`src/rtl/msb_pkg.sv`:
```
// Shared sizing constants and the queue entry type for the L2 tile responder model.
package msb_pkg;

  localparam int clid_width = 4;
  localparam int TILES      = 4;
  localparam int DEPTH      = 8;
  localparam int LATENCY    = 4;

  typedef struct packed {
    logic [clid_width-1:0] clid;
    logic [7:0]            cnt;
  } l2_ent_t;

endpackage

```
`src/rtl/l2_tile_rsp_chan.sv`:
```
// One tile of the L2 responder: in-order queue with per-entry countdowns and a registered response port.
// Build option L2_STALL_INJ_EN adds a per-tile Galois LFSR that withholds new responses about 25% of the time.
module l2_tile_rsp_chan #(
  parameter int DEPTH    = msb_pkg::DEPTH,
  parameter int LATENCY  = msb_pkg::LATENCY,
`ifdef L2_STALL_INJ_EN
  parameter int TILE_IDX = 0,
`endif
  parameter int OCC_W    = $clog2(DEPTH + 1)
) (
  input  logic                           clk,
  input  logic                           reset,
  input  logic                           i_reqV,
  output logic                           o_reqRdy,
  input  logic [msb_pkg::clid_width-1:0] i_reqClid,
  output logic                           o_rspV,
  input  logic                           i_rspRdy,
  output logic [msb_pkg::clid_width-1:0] o_rspClid,
  output logic [OCC_W-1:0]               o_occ
);
  import msb_pkg::*;

  localparam int AW = $clog2(DEPTH);
  localparam int PW = AW + 1;

  l2_ent_t               r_mem [DEPTH];
  logic [PW-1:0]         r_wrPtr;
  logic [PW-1:0]         r_rdPtr;
  logic                  r_reqRdy;
  logic                  r_rspV;
  logic [clid_width-1:0] r_rspClid;

  logic [PW-1:0]         w_occ;
  logic [PW-1:0]         w_occNext;
  logic [AW-1:0]         w_nxtHead;
  logic                  w_push;
  logic                  w_pop;
  logic                  w_headRdy;
  logic                  w_stall;
  logic                  w_rspVNext;

  assign w_push     = i_reqV & r_reqRdy;
  assign w_pop      = r_rspV & i_rspRdy;
  assign w_occ      = r_wrPtr - r_rdPtr;
  assign w_occNext  = w_occ + PW'(w_push) - PW'(w_pop);
  assign w_nxtHead  = r_rdPtr[AW-1:0] + AW'(w_pop);
  // Uses the pre-edge countdown, so o_rspV rises the cycle after the head reaches zero.
  assign w_headRdy  = ((w_occ - PW'(w_pop)) != '0) && (r_mem[w_nxtHead].cnt == 8'd0);
  assign w_rspVNext = (r_rspV && !w_pop) || (w_headRdy && !w_stall);

`ifdef L2_STALL_INJ_EN
  logic [15:0] r_lfsr;

  always_ff @(posedge clk or posedge reset) begin
    if (reset) begin
      r_lfsr <= 16'hACE1 ^ 16'(TILE_IDX);
    end else begin
      r_lfsr <= (r_lfsr >> 1) ^ (r_lfsr[0] ? 16'hB400 : 16'h0000);
    end
  end

  assign w_stall = (r_lfsr[1:0] == 2'b11);
`else
  assign w_stall = 1'b0;
`endif

  always_ff @(posedge clk or posedge reset) begin
    if (reset) begin
      for (int k = 0; k < DEPTH; k++) begin
        r_mem[k] <= '0;
      end
    end else begin
      for (int k = 0; k < DEPTH; k++) begin
        if (w_push && (r_wrPtr[AW-1:0] == AW'(k))) begin
          r_mem[k] <= '{clid: i_reqClid, cnt: 8'(LATENCY - 1)};
        end else if (r_mem[k].cnt != 8'd0) begin
          r_mem[k].cnt <= r_mem[k].cnt - 8'd1;
        end
      end
    end
  end

  always_ff @(posedge clk or posedge reset) begin
    if (reset) begin
      r_wrPtr   <= '0;
      r_rdPtr   <= '0;
      r_reqRdy  <= 1'b1;
      r_rspV    <= 1'b0;
      r_rspClid <= '0;
    end else begin
      if (w_push) r_wrPtr <= r_wrPtr + PW'(1);
      if (w_pop)  r_rdPtr <= r_rdPtr + PW'(1);
      r_reqRdy <= (w_occNext != PW'(DEPTH));
      r_rspV   <= w_rspVNext;
      if (w_rspVNext) r_rspClid <= r_mem[w_nxtHead].clid;
    end
  end

  assign o_reqRdy  = r_reqRdy;
  assign o_rspV    = r_rspV;
  assign o_rspClid = r_rspClid;
  assign o_occ     = OCC_W'(w_occ);

endmodule

```
`config.mk`:
```
export PLATFORM = sky130hd
export DESIGN_NAME = l2_tile_rsp_chan
export DESIGN_NICKNAME = d
export VERILOG_FILES = /design/src/rtl/msb_pkg.sv /design/src/rtl/l2_tile_rsp_chan.sv
export SDC_FILE = /design/constraint.sdc
export NUM_CORES = 1
export LEC_CHECK = 0
export ABC_AREA = 1
export BUFFER_PORTS_ARGS = -buffer_cell sky130_fd_sc_hd__buf_2
export CAP_MARGIN = 10
export CORE_MARGIN = 2
export CORE_UTILIZATION = 36
export DETAILED_ROUTE_END_ITERATION = 8
export PLACE_DENSITY = 0.61
export SLEW_MARGIN = 0
export SYNTH_ARGS = -nofsm -noshare
export SYNTH_HDL_FRONTEND = slang
export SYNTH_SLANG_ARGS = --single-unit
```
`constraint.sdc`:
```
create_clock -name clk -period 4 [get_ports clk]
set_input_delay 1 -clock clk [delete_from_list [all_inputs] [get_ports clk]]
set_output_delay 1 -clock clk [all_outputs]
set_load 0.02 [all_outputs]
```
### Word-level counts from Yosys, hierarchy flattened

Cells that the tools add are included.

* bits in latches: 0
* ROM bits: 0
* logic and storage cells: 98
* flip-flop bits (word level): 110
* bits in writable memories: 0
* input port bits: 8
* memories kept: 0

* eq/ne operators: 8
* shift-type cells: 0
* bitwise operators: 3
* div/mod/pow operators: 0
* $add $sub $neg: 15
* multipliers: 0
* reduce and logical (&&, ||, !) cells: 31
* $lt $le $gt $ge: 1
* muxes and demuxes: 19

Operators by type and width (count)
* $mux 8: 16
* $reduce_bool 8->1: 8
* $sub 8x1->8 const B: 8
* $bmux 12 s3: 1
* $mux 12: 2
* $reduce_bool 2->1: 8
* $eq 3x3->1 const B: 4
* $logic_and 1x1->1: 10
* $add 4x1->4 const B: 2
* $logic_not 8->1: 1
* $sub 4x1->4: 2
* $eq 3x2->1 const B: 2
* $add 4x1->4: 1
* $ge 4x4->1 const B: 1
* $ne 4x4->1 const B: 1
* $not 3->4: 1
* $reduce_bool 4->1: 1
* $sub 4x4->4: 1
* $add 3x1->3: 1
* $eq 3x1->1 const B: 1
* $logic_not 3->1: 1
* $and 1x1->1: 2
* $logic_not 1->1: 1
* $logic_or 1x1->1: 1

### Longest topological paths before layout

* depth in word-level cells: 9
* mapped depth: 16
* mapped depth without buffers: 15

### Worst setup path after synthesis

Ideal clock, no wire load.

* path kind: input -> register
* start point: in i_reqV
* end point: reg r_reqRdy (netlist: o_reqRdy)
* data required time: 3908 ps
* arrival: 2505 ps
* path slack: 1403 ps
* setup time: 92 ps
* stages on the path: 8
* cells stage by stage: nand2_1 buf_6 ha_1 inv_1 ha_1 fa_1 nor4_1 nand3_1

* cells in the longest elaborated chain, start to end: 4

Ends and longest elaborated chain
* from (decl): line l2_tile_rsp_chan.sv:13 `input logic i_reqV,`
* $and 1x1->1: line l2_tile_rsp_chan.sv:42 `assign w_push = i_reqV & r_reqRdy;`
* $add 4x1->4: line l2_tile_rsp_chan.sv:45 `assign w_occNext = w_occ + PW'(w_push) - PW'(w_pop);`
* $sub 4x1->4: line l2_tile_rsp_chan.sv:45
* $ne 4x4->1: line l2_tile_rsp_chan.sv:93 `r_reqRdy <= (w_occNext != PW'(DEPTH));`
* to (signal assigned): line l2_tile_rsp_chan.sv:93
* to (decl): line l2_tile_rsp_chan.sv:29 `logic r_reqRdy;`

No other way between the ends.
A chain may end at the register's enable or synchronous reset.

### Worst setup path in the final report

* start point: reg r_wrPtr[0]
* end point: out o_occ[2]

* cells in the longest elaborated chain, start to end: 1

Ends and longest elaborated chain
* from (decl): line l2_tile_rsp_chan.sv:27 `logic [PW-1:0] r_wrPtr;`
* from (signal assigned): line l2_tile_rsp_chan.sv:91 `if (w_push) r_wrPtr <= r_wrPtr + PW'(1);`
* $sub 4x4->4: line l2_tile_rsp_chan.sv:44 `assign w_occ = r_wrPtr - r_rdPtr;`
* to (decl): line l2_tile_rsp_chan.sv:19 `output logic [OCC_W-1:0] o_occ`

No other way between the ends.

==> summary.json <==
{
  "timing": {
    "final.hold.worst_slack_ns": 0.485,
    "postLayoutSetupSlackWorst_ns": 0.931,
    "final_hold_viol_count": 0,
    "finalWorstPathRequiredPeriod_ns": 3.07,
    "relative_slew_slack_pct": 58.8,
    "timing.final.max_slew_violations": 0,
    "clock-skew-final_ns": 0.00764,
    "setup_tns_ns": 0,
    "grt_setup_unrepaired": "false",
    "finalSetupViolations": 0,
    "worst_slew_pin_slew_ns": 0.617,
    "max_freq_mhz": 326,
    "final_min_period_over_clock_period_pct": 76.7
  },
  "grt": {
    "number_of_global_route_vias_before_repair": 4456,
    "grt_antenna_before_repair": 0,
    "overflow": 0,
    "grt_util_all_layers_pct": 14.9,
    "maximum_number_of_pins_on_one_net_before_global_route_repair": 47,
    "grt_pass1_wl_um": 21400
  },
  "finish": {
    "areaGrowthSynthToFinish_pct": 10.0,
    "share_of_final_layout_standard_cells_stronger_than_drive_strength_1_pct": 10.8,
    "num-nets-final": 778,
    "diodes": 0,
    "fillers": 1703,
    "stdcell_area_um2": 6620
  },
  "route": {
    "drc_errors": 0,
    "route.antenna.remaining_nets": 0,
    "route.detailed.vias_per_inst": 4.81,
    "detail_route.wirelength_um": 12400,
    "drtPass1Iterations": 4,
    "detail_route.iter0.violations": 274,
    "detail_route.wl_per_cell_um": 12.8,
    "vias": 4654
  },
  "power_and_ir_drop": {
    "p_leak_nw": 3.17,
    "peakVddDrop_uv": 401,
    "pwr_density_cell_nw_per_um2": 898,
    "share_of_total_power_in_the_clock_network_pct": 15.4,
    "internal_power_mw": 3.24,
    "switching_share_pct": 45.5,
    "power_frac_seq_pct": 35.6,
    "power.switching_mw": 2.71,
    "finalPower_mw": 5.95,
    "combinational_fraction_of_design_power_pct": 49.0
  },
  "placement": {
    "place_area_um2": 6320,
    "hpwl_um": 8940,
    "place.port_buffers": 17,
    "routabilityCongestion": 0.796,
    "placement.setup.worst_slack_ns": 0.810
  },
  "synthesis": {
    "synth-compound-area-share_pct": 15.8,
    "ys_types": 40,
    "post_synth_mux_area_share_pct": 0,
    "synth_top_family_by_area": "simple AND/OR/NAND/NOR gates",
    "synth_top_flop_cell": "dfrtp_1",
    "synth_area_per_cell_um2": 8.30,
    "post_synth_inst_count": 725,
    "portion_of_the_post_synthesis_area_used_by_sequential_elements_pct": 45.8,
    "synthXorXnorAreaFrac_pct": 2.43,
    "synth_top_cells_by_count": "119 x nand2_1, 109 x dfrtp_1, 92 x inv_1",
    "ffs_latches_synth": 110,
    "synth_area_leaders": "dfrtp_1 45%, nand2_1 7.4%, o21ai_0 7.1%",
    "synth_fa_ha_area_share_pct": 5.65,
    "yosys.cell_count.top_type": "nand2_1",
    "yosysTopAreaCell": "dfrtp_1",
    "syn-num-nets": 759,
    "syn-cell-area_um2": 6020,
    "synth_top_area_share_pct": 45.3,
    "async_reset_ff_share_pct": 100,
    "synth_enable_flop_cells": 0,
    "area_fraction_in_and_or_nand_and_nor_cells_after_synthesis_pct": 22.2,
    "synth_warnings": 0
  },
  "critical_path": {
    "r2r-start": "o_rspV",
    "critical_path_required_ns": 3.00,
    "r2r-end": "o_rspClid[0]",
    "worst_ep_arrival_time_ns": 2.07,
    "timing.critical_path.from_type": "flip-flop",
    "setup.worst_path.class": "reg -> out",
    "worstSetupEndpointType": "primary output",
    "reg2reg_setup_slack_ns": 1.46,
    "worst_r2r_path_depth": 12,
    "worstPathMaxFanout": 4
  },
  "worst_hold_path": {
    "min_path_cells": 2,
    "whs_endpoint": "r_mem[92]",
    "hold_path.startpoint": "r_mem[92]",
    "hp-class": "reg -> reg"
  },
  "floorplanning": {
    "placementRows": 47,
    "number_of_placed_i_o_pins": 18,
    "die-width_um": 133,
    "floorplan.initialDensity_pct": 36.6,
    "die_h_um": 133,
    "fp.coreArea_um2": 16500,
    "dieArea_um2": 17800
  },
  "clock_tree": {
    "clkTransAtPathRegs_ns": 0.08,
    "post-cts-setup-buffer-count": 0,
    "clock_sinks": 110,
    "clockBufferDepth": 2,
    "postCtsResizedCells": 0,
    "clkLatencyLatePin_ns": 0.35,
    "numCtsBuffers": 9,
    "root_buffer_selected_by_cts": "clkbuf_16",
    "cts_hold_repair.buffers": 0,
    "tritoncts": "yes",
    "ctsHtreeMaxLevel": 3
  },
  "flow_run": {
    "number_of_violations_of_the_max_capacitance_limit": 0
  },
  "outcome": {
    "status": "finished, final reports clean"
  }
}
## per-stage QoR
stage	instances	utilization, %
detailed placement	953	38.4
global placement	953	38.4
global route	968	40.2
CTS	968	40.2
finish	968	40.2
floorplan	725	-
## critical path, stage by stage, from the launching register on
cell and delay (ns):
dfrtp_1 0.42, inv_1 0.15, ha_1 0.17, inv_1 0.06, fa_1 0.43, xor2_2 0.28
buf_2 0.21
## registers in the layout, indices dropped and copies added (netlist names)
signal / count
r_mem: 96
o_reqRdy: 1
o_rspClid: 4
r_rdPtr: 4
o_rspV: 1
r_wrPtr: 4
## cells in the final DEF (no fill, tap or decap), drive strengths merged, types with 10 or more instances in the layout
cell type  synthesis  routed
nand2            125     125
inv              101     102
nor3              19      19
a21oi             56      56
nand4             10      10
nor2              89      89
o21ai            100     100
nand3             32      32
ha                24      24
dfrtp            109     109
buf               14      22
## metal layers
metal / vias up / wire length, µm / GRT usage [%]
met2: 35 / 5690 / 23.6
li1: 2416 / - / -
met3: 11 / 238 / 2.63
met5: - / 0 / 0
met1: 2192 / 6300 / 20.4
met4: 0 / 143 / 5.38
## final cells by class
| cell class | count | area [µm²] | area share, % |
|---|---|---|---|
| repair buffers | 22 | 135 | 2.04 |
| clock buffers | 9 | 225 | 3.40 |
| flip-flops and latches | 110 | 2750 | 41.6 |
| inverters | 101 | 384 | 5.80 |
| clock inverters | 6 | 72.6 | 1.10 |
| well taps | 220 | 275 | 4.16 |
| multi-input cells | 500 | 2770 | 41.9 |
## power by group through the flow
stage / registers, mW / logic [mW] / clock network (mW)
after floorplan: 2.04 / 2.38 / 0
after global placement: 2.14 / 2.88 / 0
after detailed placement: 2.13 / 2.93 / 0
after CTS: 2.12 / 2.94 / 0.942
after global routing: 2.20 / 3.37 / 0.986
final: 2.12 / 2.92 / 0.914
## logic make-up (layout without fill, tap and decap cells)
family	after synthesis	after routing
DFF	110	110
buffers and inverters	115	138
adders and majority gates	26	26
xor gates and xnor gates	15	15
AOI/OAI and AO/OA	176	176
and+or+nand+nor	283	283
## how the worst max path moves through the flow
stage                    start            to  slack [ns]  depth (start not counted)
finish              r_wrPtr[0]      o_occ[2]        0.93                          6
global route        r_wrPtr[2]      o_occ[3]        0.75                          6
CTS                 r_wrPtr[0]      o_occ[2]        0.90                          6
detailed placement    i_rspRdy  o_rspClid[1]        0.81                         13
global placement      i_rspRdy  o_rspClid[1]        0.87                         13
floorplan                reset  o_rspClid[0]         0.1                          1
Power figures use the tool's default switching activity.
